### config.mk
export PLATFORM = sky130hd
export DESIGN_NAME = cache_tag_ctrl
export DESIGN_NICKNAME = d
export VERILOG_FILES = /design/src/rtl/cache_tag_ctrl.sv
export SDC_FILE = /design/constraint.sdc
export NUM_CORES = 1
export LEC_CHECK = 0
export CORE_MARGIN = 2
export CORE_UTILIZATION = 44
export DETAILED_ROUTE_END_ITERATION = 10
export GPL_TIMING_DRIVEN = 0
export PLACE_DENSITY = 0.65
export SLEW_MARGIN = 10
export SYNTH_ARGS = -nofsm -noshare
export SYNTH_HDL_FRONTEND = slang
export SYNTH_SLANG_ARGS = --single-unit
### constraint.sdc
create_clock -name clk -period 10 [get_ports clk]
set_input_delay 3 -clock clk [delete_from_list [all_inputs] [get_ports clk]]
set_output_delay 3 -clock clk [all_outputs]
set_load 0.03 [all_outputs]
### src/rtl/cache_tag_ctrl.sv
// Tag-side controller for the 4-way, 64-set cache: power-on invalidation sweep,
// lookup, tree-PLRU replacement, writeback/allocate handshake and tag/dirty update.
package cache_def;
  localparam int unsigned TAG_W   = 20;
  localparam int unsigned INDEX_W = 6;

  typedef struct packed {
    logic             valid;
    logic             dirty;
    logic [TAG_W-1:0] tag;
  } cache_tag_type;

  typedef struct packed {
    logic [INDEX_W-1:0] index;
    logic [1:0]         way;
    logic               we;
  } cache_req_type;
endpackage

module cache_tag_ctrl #(
  parameter int unsigned ADDR_W   = 32,
  parameter int unsigned INDEX_W  = 6,
  parameter int unsigned OFFSET_W = 6,
  parameter int unsigned CNT_W    = 16
) (
  input  logic                     clk,
  input  logic                     rst_n,
  input  logic                     cpu_req_valid,
  input  logic                     cpu_req_rw,
  input  logic [ADDR_W-1:0]        cpu_req_addr,
  output logic                     cpu_req_ready,
  output logic                     cpu_resp_valid,
  output logic [1:0]               cpu_resp_way,
  output cache_def::cache_req_type tag_req,
  output cache_def::cache_tag_type tag_write,
  input  cache_def::cache_tag_type tag_read [4],
  output logic                     mem_req_valid,
  output logic                     mem_req_rw,
  output logic [ADDR_W-1:0]        mem_req_addr,
  input  logic                     mem_ack,
  output logic [CNT_W-1:0]         hit_count,
  output logic [CNT_W-1:0]         miss_count
);
  localparam int unsigned TAG_W   = ADDR_W - INDEX_W - OFFSET_W;
  localparam int unsigned SETS    = 1 << INDEX_W;
  localparam int unsigned SWEEP_W = INDEX_W + 2;
  localparam int unsigned LINE_W  = ADDR_W - OFFSET_W;

  typedef enum logic [2:0] {S_INIT, S_IDLE, S_COMPARE, S_WRITEBACK, S_ALLOCATE} state_t;

  state_t                     state_q, state_d;
  logic [SWEEP_W-1:0]         sweep_q, sweep_d;
  logic                       req_rw_q;
  logic [LINE_W-1:0]          req_line_q;
  logic [1:0]                 victim_q, victim_d;
  logic                       recheck_q, recheck_d;
  logic [SETS-1:0][2:0]       plru_q, plru_d;
  logic [CNT_W-1:0]           hit_q, hit_d, miss_q, miss_d;
  logic                       mem_valid_q, mem_valid_d, mem_rw_q, mem_rw_d;
  logic [ADDR_W-1:0]          mem_addr_q, mem_addr_d;
  logic                       accept_c;

  logic [TAG_W-1:0]   req_tag;
  logic [INDEX_W-1:0] req_idx;
  logic               hit;
  logic [1:0]         hit_way;
  logic               has_inv;
  logic [1:0]         inv_way;
  logic [2:0]         plru_cur;
  logic [1:0]         victim_c;
  logic               unused_offset;

  assign unused_offset = ^cpu_req_addr[OFFSET_W-1:0];
  assign req_tag  = req_line_q[LINE_W-1 -: TAG_W];
  assign req_idx  = req_line_q[INDEX_W-1:0];
  assign plru_cur = plru_q[req_idx];

  // Lookup of the latched set; descending scan so the lowest matching/invalid way wins.
  always_comb begin
    hit     = 1'b0;
    hit_way = 2'd0;
    has_inv = 1'b0;
    inv_way = 2'd0;
    for (int w = 3; w >= 0; w--) begin
      if (tag_read[w].valid && (tag_read[w].tag == req_tag)) begin
        hit     = 1'b1;
        hit_way = 2'(w);
      end
      if (!tag_read[w].valid) begin
        has_inv = 1'b1;
        inv_way = 2'(w);
      end
    end
    if (has_inv)          victim_c = inv_way;
    else if (plru_cur[0]) victim_c = {1'b1, plru_cur[2]};
    else                  victim_c = {1'b0, plru_cur[1]};
  end

  assign cpu_req_ready = (state_q == S_IDLE);
  assign mem_req_valid = mem_valid_q;
  assign mem_req_rw    = mem_rw_q;
  assign mem_req_addr  = mem_addr_q;
  assign hit_count     = hit_q;
  assign miss_count    = miss_q;

  // Next-state and tag-array / response sequencing.
  always_comb begin
    state_d        = state_q;
    sweep_d        = sweep_q;
    victim_d       = victim_q;
    recheck_d      = recheck_q;
    plru_d         = plru_q;
    hit_d          = hit_q;
    miss_d         = miss_q;
    mem_valid_d    = mem_valid_q;
    mem_rw_d       = mem_rw_q;
    mem_addr_d     = mem_addr_q;
    accept_c       = 1'b0;
    cpu_resp_valid = 1'b0;
    cpu_resp_way   = 2'd0;
    tag_req        = '0;
    tag_write      = '0;

    unique case (state_q)
      S_INIT: begin
        // we is gated by rst_n so nothing is written while reset is held.
        tag_req.index = sweep_q[SWEEP_W-1:2];
        tag_req.way   = sweep_q[1:0];
        tag_req.we    = rst_n;
        sweep_d       = sweep_q + SWEEP_W'(1);
        if (sweep_q == '1) state_d = S_IDLE;
      end
      S_IDLE: begin
        mem_valid_d = 1'b0;
        if (cpu_req_valid) begin
          accept_c  = 1'b1;
          recheck_d = 1'b0;
          state_d   = S_COMPARE;
        end
      end
      S_COMPARE: begin
        tag_req.index = req_idx;
        if (hit) begin
          cpu_resp_valid = 1'b1;
          cpu_resp_way   = hit_way;
          plru_d[req_idx][0] = ~hit_way[1];
          if (!hit_way[1]) plru_d[req_idx][1] = ~hit_way[0];
          else             plru_d[req_idx][2] = ~hit_way[0];
          if (req_rw_q) begin
            tag_req.way     = hit_way;
            tag_req.we      = 1'b1;
            tag_write.valid = 1'b1;
            tag_write.dirty = 1'b1;
            tag_write.tag   = req_tag;
          end
          if (!recheck_q && (hit_q != '1)) hit_d = hit_q + CNT_W'(1);
          state_d = S_IDLE;
        end else begin
          if (miss_q != '1) miss_d = miss_q + CNT_W'(1);
          victim_d    = victim_c;
          mem_valid_d = 1'b1;
          if (tag_read[victim_c].valid && tag_read[victim_c].dirty) begin
            mem_rw_d   = 1'b1;
            mem_addr_d = {tag_read[victim_c].tag, req_idx, OFFSET_W'(0)};
            state_d    = S_WRITEBACK;
          end else begin
            mem_rw_d   = 1'b0;
            mem_addr_d = {req_line_q, OFFSET_W'(0)};
            state_d    = S_ALLOCATE;
          end
        end
      end
      S_WRITEBACK: begin
        tag_req.index = req_idx;
        if (mem_ack) begin
          mem_rw_d   = 1'b0;
          mem_addr_d = {req_line_q, OFFSET_W'(0)};
          state_d    = S_ALLOCATE;
        end
      end
      S_ALLOCATE: begin
        tag_req.index = req_idx;
        if (mem_ack) begin
          tag_req.way     = victim_q;
          tag_req.we      = 1'b1;
          tag_write.valid = 1'b1;
          tag_write.dirty = 1'b0;
          tag_write.tag   = req_tag;
          mem_valid_d     = 1'b0;
          recheck_d       = 1'b1;
          state_d         = S_COMPARE;
        end
      end
      default: state_d = S_INIT;
    endcase
  end

  always_ff @(posedge clk or negedge rst_n) begin
    if (!rst_n) begin
      state_q     <= S_INIT;
      sweep_q     <= '0;
      req_rw_q    <= 1'b0;
      req_line_q  <= '0;
      victim_q    <= 2'd0;
      recheck_q   <= 1'b0;
      plru_q      <= '0;
      hit_q       <= '0;
      miss_q      <= '0;
      mem_valid_q <= 1'b0;
      mem_rw_q    <= 1'b0;
      mem_addr_q  <= '0;
    end else begin
      state_q     <= state_d;
      sweep_q     <= sweep_d;
      victim_q    <= victim_d;
      recheck_q   <= recheck_d;
      plru_q      <= plru_d;
      hit_q       <= hit_d;
      miss_q      <= miss_d;
      mem_valid_q <= mem_valid_d;
      mem_rw_q    <= mem_rw_d;
      mem_addr_q  <= mem_addr_d;
      if (accept_c) begin
        req_rw_q   <= cpu_req_rw;
        req_line_q <= cpu_req_addr[ADDR_W-1:OFFSET_W];
      end
    end
  end
endmodule
== Yosys cells after proc, flatten, opt, wreduce, memory -nomap -nowiden ==
Cells that the tools add are included.
W data, S select, Z words.

* Bitwise operators: 4
* Mux-type cells: 68
* $add $sub $neg: 3
* Reductions and logical operators: 21
* Equal/unequal tests: 16
* Magnitude comparators: 3

{| class="wikitable"
|+ Operator list
! operator !! number
|-
| $bwmux W192 || 3
|-
| $mux W192 || 1
|-
| $mux W22 || 5
|-
| $mux W32 || 3
|-
| $eq A20 B20 Y1 || 4
|-
| $pmux W32 S2 || 1
|-
| $demux W3 S6 || 3
|-
| $bmux W22 S2 || 1
|-
| $pmux W22 S2 || 1
|-
| $mux W3 || 11
|-
| $add A16 B1 Y16 const B || 2
|-
| $ne A16 B16 Y1 const B || 2
|-
| $mux W2 || 13
|-
| $mux W1 || 19
|-
| $bmux W3 S6 || 1
|-
| $pmux W3 S5 || 1
|-
| $reduce_and A3 Y1 || 5
|-
| $pmux W6 S2 || 1
|-
| $ne A2 B2 Y1 const B || 5
|-
| $pmux W3 S3 || 1
|-
| $add A8 B1 Y8 const B || 1
|-
| $eq A8 B8 Y1 const B || 1
|-
| $logic_and A1 B1 Y1 || 7
|-
| $lt A6 B7 Y1 const B || 1
|-
| other kinds (16) || 22
|}

* Bits in registers: 299
* Bits of input ports: 125

== Longest topological paths before layout ==
Gate-level depths: netlist (run 1).

* Word-level depth: 13
* Depth in mapped cells: 15
* Depth with buffers taken out: 10

== Worst setup path after synthesis (run 1) ==
No wires, ideal clock.

* Path kind: input -> output
* From: in tag_read[55] (netlist name)
* To: out tag_write[0] (netlist name)
* Path slack: 1.684 ns
* Arrival: 5.316 ns
* Stages: 10
* Required time: 7.000 ns
* Path buffers: 1
* Path through: xnor2_1 > nand4_1 > nor4_1 > nand4_1 > nand2_1 > o21ai_0 > nor2_1 > nor2_1 > clkbuf_1 > nor2b_1

{| class="wikitable"
|+ RTL lines
! item !! RTL line !! source
|-
| from (decl) || 36 || <nowiki>input cache_def::cache_tag_type tag_read [4],</nowiki>
|-
| to (decl) || 35 || <nowiki>output cache_def::cache_tag_type tag_write,</nowiki>
|}

== Final worst setup path (run 1) ==
* From: in tag_read[70] (netlist name)
* To: out cpu_resp_way[0]

* Word-level cells in the longest chain between the ends: 5

{| class="wikitable"
|+ Ends and longest elaborated chain
! item !! RTL line !! source
|-
| $eq A20 B20 Y1 (*) || 85 || <nowiki>if (tag_read[w].valid && (tag_read[w].tag == req_tag)) begin</nowiki>
|-
| $logic_and A1 B1 Y1 (*) || 85 ||
|-
| $mux W2 or $mux W1 (tied branches) || 85 ||
|-
| $mux W2 (*) || 143 || <nowiki>if (hit) begin</nowiki>
|-
| $mux W2 (*) || 124 || <nowiki>unique case (state_q)</nowiki>
|-
| to (decl) || 33 || <nowiki>output logic [1:0] cpu_resp_way,</nowiki>
|}

Every way passes the cells marked *; elsewhere a longest branch is shown, timed or not.

==> results of run 1 <==
routing by layer:
layer  share of wire [%]  vias up  track usage, %
met4                 5.1        4            15.2
li1                    -     6471               -
met5               0.042        -               0
met2                  46      724            49.9
met3                 9.5      174            8.84
met1                  39     7032            37.9
worst reg2reg max path: stages (launching register included):
cell	delay, ns
dfrtp_1	0.38
buf_2	0.41
buf_1	0.86
mux2i_1	0.28
o221ai_1	0.14
a222oi_1	0.58
o22ai_1	0.15
nor4_1	0.50
mux2i_1	0.22
mux2_2	0.33
a2bb2oi_2	0.24
a21o_1	0.24
buf_6	0.23
o32ai_2	0.11
area by class of cell:
type                       count  area [um2]
clock buffer                  55        1100
antenna                        1        2.50
buffer                       130         587
fill                        3244       16100
timing repair buffer         217        2210
inverter                      16        60.1
multi-input combinational   1221        8220
tap                          468         586
clock inverter                10         118
sequential                   293        7330
metrics by stage:
step / util, % / cell area [um2] / hold slack [ns]
after global routing: 55.6 / 20200 / 0.482
after floorplan: - / 16200 / 0.444
after detailed placement: 52.1 / 19000 / 0.464
after global placement: 52.0 / 18900 / 0.456
final: 55.6 / 20200 / 0.473
after CTS: 55.6 / 20200 / 0.479
state kept, by name, summed over array words and instances (netlist names), 2 cells and up:
register / flops
sweep_q: 8
hit_count: 16
req_line_q: 26
mem_req_addr: 26
plru_q: 192
state_q: 3
victim_q: 2
miss_count: 16
timing repair:
action	in CTS	in global routing
endpoints found under the setup margin	22	11
pin swaps	0	0
gates resized for setup	4	3
setup buffers	2	0
worst paths after layout:
| check | cells after the start | slack [ns] | from | end |
|---|---|---|---|---|
| worst min register to register | 1 | 0.47 | plru_q[122] | plru_q[122] |
| worst max-delay path | 10 | 0.09 | tag_read[70] | cpu_resp_way[0] |
| worst min-delay path | 1 | 0.47 | plru_q[122] | plru_q[122] |
| max in group asynchronous | 2 | 6.45 | rst_n | req_line_q[10] |
| min in group asynchronous | 1 | 2.51 | rst_n | plru_q[90] |
| worst max register to register | 13 | 5.20 | req_line_q[2] | mem_req_addr[19] |
where the power goes:
group / switching, mW / total, mW / internal (mW) / leakage [nW]
logic: 1.40 / 2.15 / 0.750 / 3.72
registers: 0.118 / 1.45 / 1.33 / 3.95
clock network: 0.528 / 1.34 / 0.815 / 0.601
kinds of logic (layout without fill, tap and decap cells):
kind of cell / after synthesis / in the layout / share of synthesized area, %
simple gates: 505 / 505 / 14.6
flops: 293 / 293 / 45.4
xor+xnor: 116 / 116 / 6.29
other cells: 1 / 7 / 0.0232
buf+inv: 146 / 428 / 4.00
mux: 168 / 168 / 12.7
compound gates: 423 / 423 / 16.8
fa+ha+maj: 3 / 3 / 0.232
cell usage in the layout, fill, tap and decap left out, drive strengths merged, types with 38 or more instances in the layout:
master	n
mux2	61
o31ai	49
nor2	195
o21ai	146
a21oi	124
clkdlybuf4s50	212
mux2i	84
clkbuf	152
xnor2	90
dfrtp	293
buf	38
nand2	131
==> impl_metrics.toml, run 1 <==
[global_route]
grt_max_degree = 108
grt_use_total_pct = 30.9
grt.overflow.total = 0
grt_pass1_vias = 14700
antenna_found_initial = 3
grt_pass1_wl_mm = 88.7

[cts]
cts_hold_buf = 0
cts_buffer_depth = 3
clockRootBuffer = "clkbuf_16"
clock-sinks = 293
cts-htree-levels = 2
clk_latency_ns = 0.54
cts_tree = "built"
cts_made_buffers = 36
clk_pin_slew_ns = 0.06

[sta]
fin_crit_ns = 9.91
slew_viol_final = 0
hold_viol = 0
tns_ns = 0
slew-limit-headroom_pct = 10.9
clock.fmax_mhz = 101
skew_ns = 0.0208
grt_setup_unrepaired = "no"
setup_violations = 0
worst_pin_slew_ns = 1.33
timing.final.ws_setup_ns = 0.0878
fin_crit_sh_pct = 99.1

[yosys]
yosys_warnings = 0
synth.distinct_cells = 66
syn_avg_cell_area_um2 = 9.76
ys_top_cells_by_area = "dfrtp_1, mux2i_1, xnor2_1"
ys_ff_latch = 293
synth_edf_count = 0
synth_top_area_share_pct = 45.4
ys_seq_area_share_pct = 45.4
synthFlopType = "dfrtp_1"
postSynthCellCount = 1655
syn_area_mm2 = 0.0162
synthArstFlopShare_pct = 100
synth_area_leader_cell = "dfrtp_1"
synthTopCellsByCount = "dfrtp_1, nor2_1, o21ai_0, nand2_1, a21oi_1"
yosysMostFrequentCell = "dfrtp_1"

[final_layout]
nets = 2043
area_delta_synth_final_pct = 25.1
final_cells = 2411
drive_gt1_share_pct = 11.0

[setup_path]
start_kind = "input pin"
cpLargestDelayFamily = "buffers and inverters"
arrival_ns = 6.91
path_buf_inv = 4
worstSetupPathType = "input pin to output port"
path_max_fanout = 10
timing.critical_path.slowest_cell_delay_ns = 0.75
required_ns = 7.00
critPathSlowestCell = "clkdlybuf4s50_1"
path_cells = "clkdlybuf4s50_1 > xor2_1 > nor4_1 > nand4_1 > nand2_1 > o21ai_2 > clkbuf_1 > clkbuf_1 > nor2b_1 > clkdlybuf4s50_1"
endpoint_kind = "output port"

[route]
wl_per_cell_um = 24.5
drtAntennaViolNets = 0
drt_iter0_markers = 1273
drtPass1Iterations = 5
vias = 14400
drc_errors = 0
drt_wl_total_mm = 59.0
vias_per_cell = 5.97

[outcome]
status = "complete, no violations"

[die]
row_count = 70
die_w_um = 196
die_y_um = 196
coreArea_mm2 = 0.0363
start_util_pct = 44.5
dieArea_mm2 = 0.0383
io_pins = 226

[pwr]
finalPower_mw = 4.94
powerDensity_mw_per_mm2 = 244
vdd_ir_drop_max_mv = 0.125
power_leakage_nw = 8.27

[placed_design]
io_buffers = 213
hpwl_mm = 43.3
place_congestion = 0.961
place_inst = 2343
dp_slack_ns = -0.513

[flow_run]
drv_cap = 0

[hold_path]
hp-class = "flop to flop"
(Power assumes the default switching activity.)
==> run 2, diff against run 1 <==
--- a/config.mk
+++ b/config.mk
@@ -10,6 +10,7 @@
 export DETAILED_ROUTE_END_ITERATION = 10
 export GPL_TIMING_DRIVEN = 0
 export PLACE_DENSITY = 0.65
+export SKIP_CTS_REPAIR_TIMING = 1
 export SLEW_MARGIN = 10
 export SYNTH_ARGS = -nofsm -noshare
 export SYNTH_HDL_FRONTEND = slang
==> run 2 against run 1 <==
Effect of this change:
- non-clock buffer count unchanged
- combinational power about the same
- first-iteration DRC count up 5.3%
- sequential share of layout area about the same
- sequential power about the same
- die area unchanged
- worst setup slack better by 0.027 ns
- count of clock-buffer cells in the layout unchanged
- power about the same
- routed wire length down 0.20%
- highest routed layer unchanged
==> impl_metrics.toml, run 2 (synthesized netlist as in run 1, its figures left out) <==
[global_route]
grt_pass1_vias = 14700
grt_pass1_wl_mm = 88.6
grt_max_degree = 108
grt.overflow.total = 0
grt_use_total_pct = 30.8
antenna_found_initial = 3

[final_layout]
largest_reg_flops = 192
multi_input_area_mm2 = 0.00821
layout_commonest_cell = "dfrtp_1"
area_delta_synth_final_pct = 25.0
fill_cells = 3247
regArea_mm2 = 0.00733
final_cell_mix = "dfrtp_1, clkdlybuf4s50_1, nor2_1"
drive_gt1_share_pct = 10.9
nets = 2043
final_cells = 2411
largest-register = "plru_q"
utilization_pct = 55.6

[die]
coreArea_mm2 = 0.0363
die_w_um = 196
dieArea_mm2 = 0.0383
start_util_pct = 44.5
row_count = 70
die_y_um = 196
io_pins = 226

[cts]
clock-sinks = 293
clockRootBuffer = "clkbuf_16"
cts-htree-levels = 2
clk_pin_slew_ns = 0.06
cts_buffer_depth = 3
cts_tree = "built"
clk_latency_ns = 0.54
cts_made_buffers = 36

[outcome]
status = "complete, no violations"

[setup_path]
path_max_fanout = 10
r2r_end = "mem_req_addr[19]"
timing.critical_path.slowest_cell_delay_ns = 0.75
worstSetupPathType = "input pin to output port"
worst_r2r_path_depth = 13
path_buf_inv = 4
r2r-start = "req_line_q[2]"
regToRegSetupSlack_ns = 5.16
path_cells = "clkdlybuf4s50_1 > xnor2_1 > nand4_1 > nor4_1 > nand4_1 > nand2_1 > o21ai_2 > clkbuf_1 > clkbuf_1 > nor2b_1 > clkdlybuf4s50_1"
start_kind = "input pin"
arrival_ns = 6.89
cpLargestDelayFamily = "buffers and inverters"
required_ns = 7.00
critPathSlowestCell = "clkdlybuf4s50_1"
endpoint_kind = "output port"

[placed_design]
place_inst = 2343
place_congestion = 0.961
hpwl_mm = 43.3
dp_slack_ns = -0.513
io_buffers = 213

[sta]
worst_pin_slew_ns = 1.33
slew_viol_final = 0
skew_ns = 0.0230
clock.fmax_mhz = 101
slew-limit-headroom_pct = 10.4
hold_viol = 0
setup_violations = 0
timing.final.ws_setup_ns = 0.115
fin_crit_ns = 9.89
grt_setup_unrepaired = "no"
fin_crit_sh_pct = 98.9
hold-worst-slack_ns = 0.473

[pwr]
power_leakage_nw = 8.26
vdd_ir_drop_max_mv = 0.125
finalPower_mw = 4.94
powerDensity_mw_per_mm2 = 244

[hold_path]
holdCritStartpoint = "plru_q[122]"
hp-class = "flop to flop"
hold_path_end = "plru_q[122]"
whs_path_depth = 1

[route]
vias_per_cell = 5.97
drt_iter0_markers = 1341
drc_errors = 0
drtAntennaViolNets = 0
drt_wl_total_mm = 58.9
wl_per_cell_um = 24.4
vias = 14400
drtPass1Iterations = 7

[flow_run]
drv_cap = 0
run 2: layer usage:
layer | wire [um] | track usage, % | up-vias
met1 | 22900 | 38.0 | 6982
met5 | 25 | 0 | -
met4 | 3060 | 15.2 | 4
met3 | 5700 | 8.60 | 192
li1 | - | - | 6457
met2 | 27200 | 49.9 | 754
run 2: report_power, final:
group,internal [mW],switching [mW],total [mW]
Combinational,0.749,1.40,2.14
Sequential,1.33,0.118,1.45
Clock,0.815,0.528,1.34
run 2: worst max-delay path by stage:
stage                             from         endpoint  depth (start not counted)
after floorplan           tag_read[55]     tag_write[0]                         10
after global placement           rst_n       tag_req[0]                          4
after detailed placement  tag_read[76]     tag_write[9]                         11
after CTS                 tag_read[76]     tag_write[9]                         11
after global routing      tag_read[11]       tag_req[2]                         12
final                      tag_read[9]  cpu_resp_way[0]                         11
run 2: layout make-up:
cell class	count	area share [%]
well taps	468	2.90
plain buffers	130	2.90
repair buffers	217	10.9
clock buffers	55	5.46
clock inverters	10	0.582
multi-input cells	1221	40.6
inverters	16	0.297
flip-flops and latches	293	36.3
diodes	1	0.0124
run 2: metrics by stage:
step | area [um2] | TNS, ns
floorplan | 16200 | 0
global placement | 18900 | -2110.19
detailed placement | 19000 | -8.59
CTS | 20200 | -9.01
global route | 20200 | 0
finish | 20200 | 0
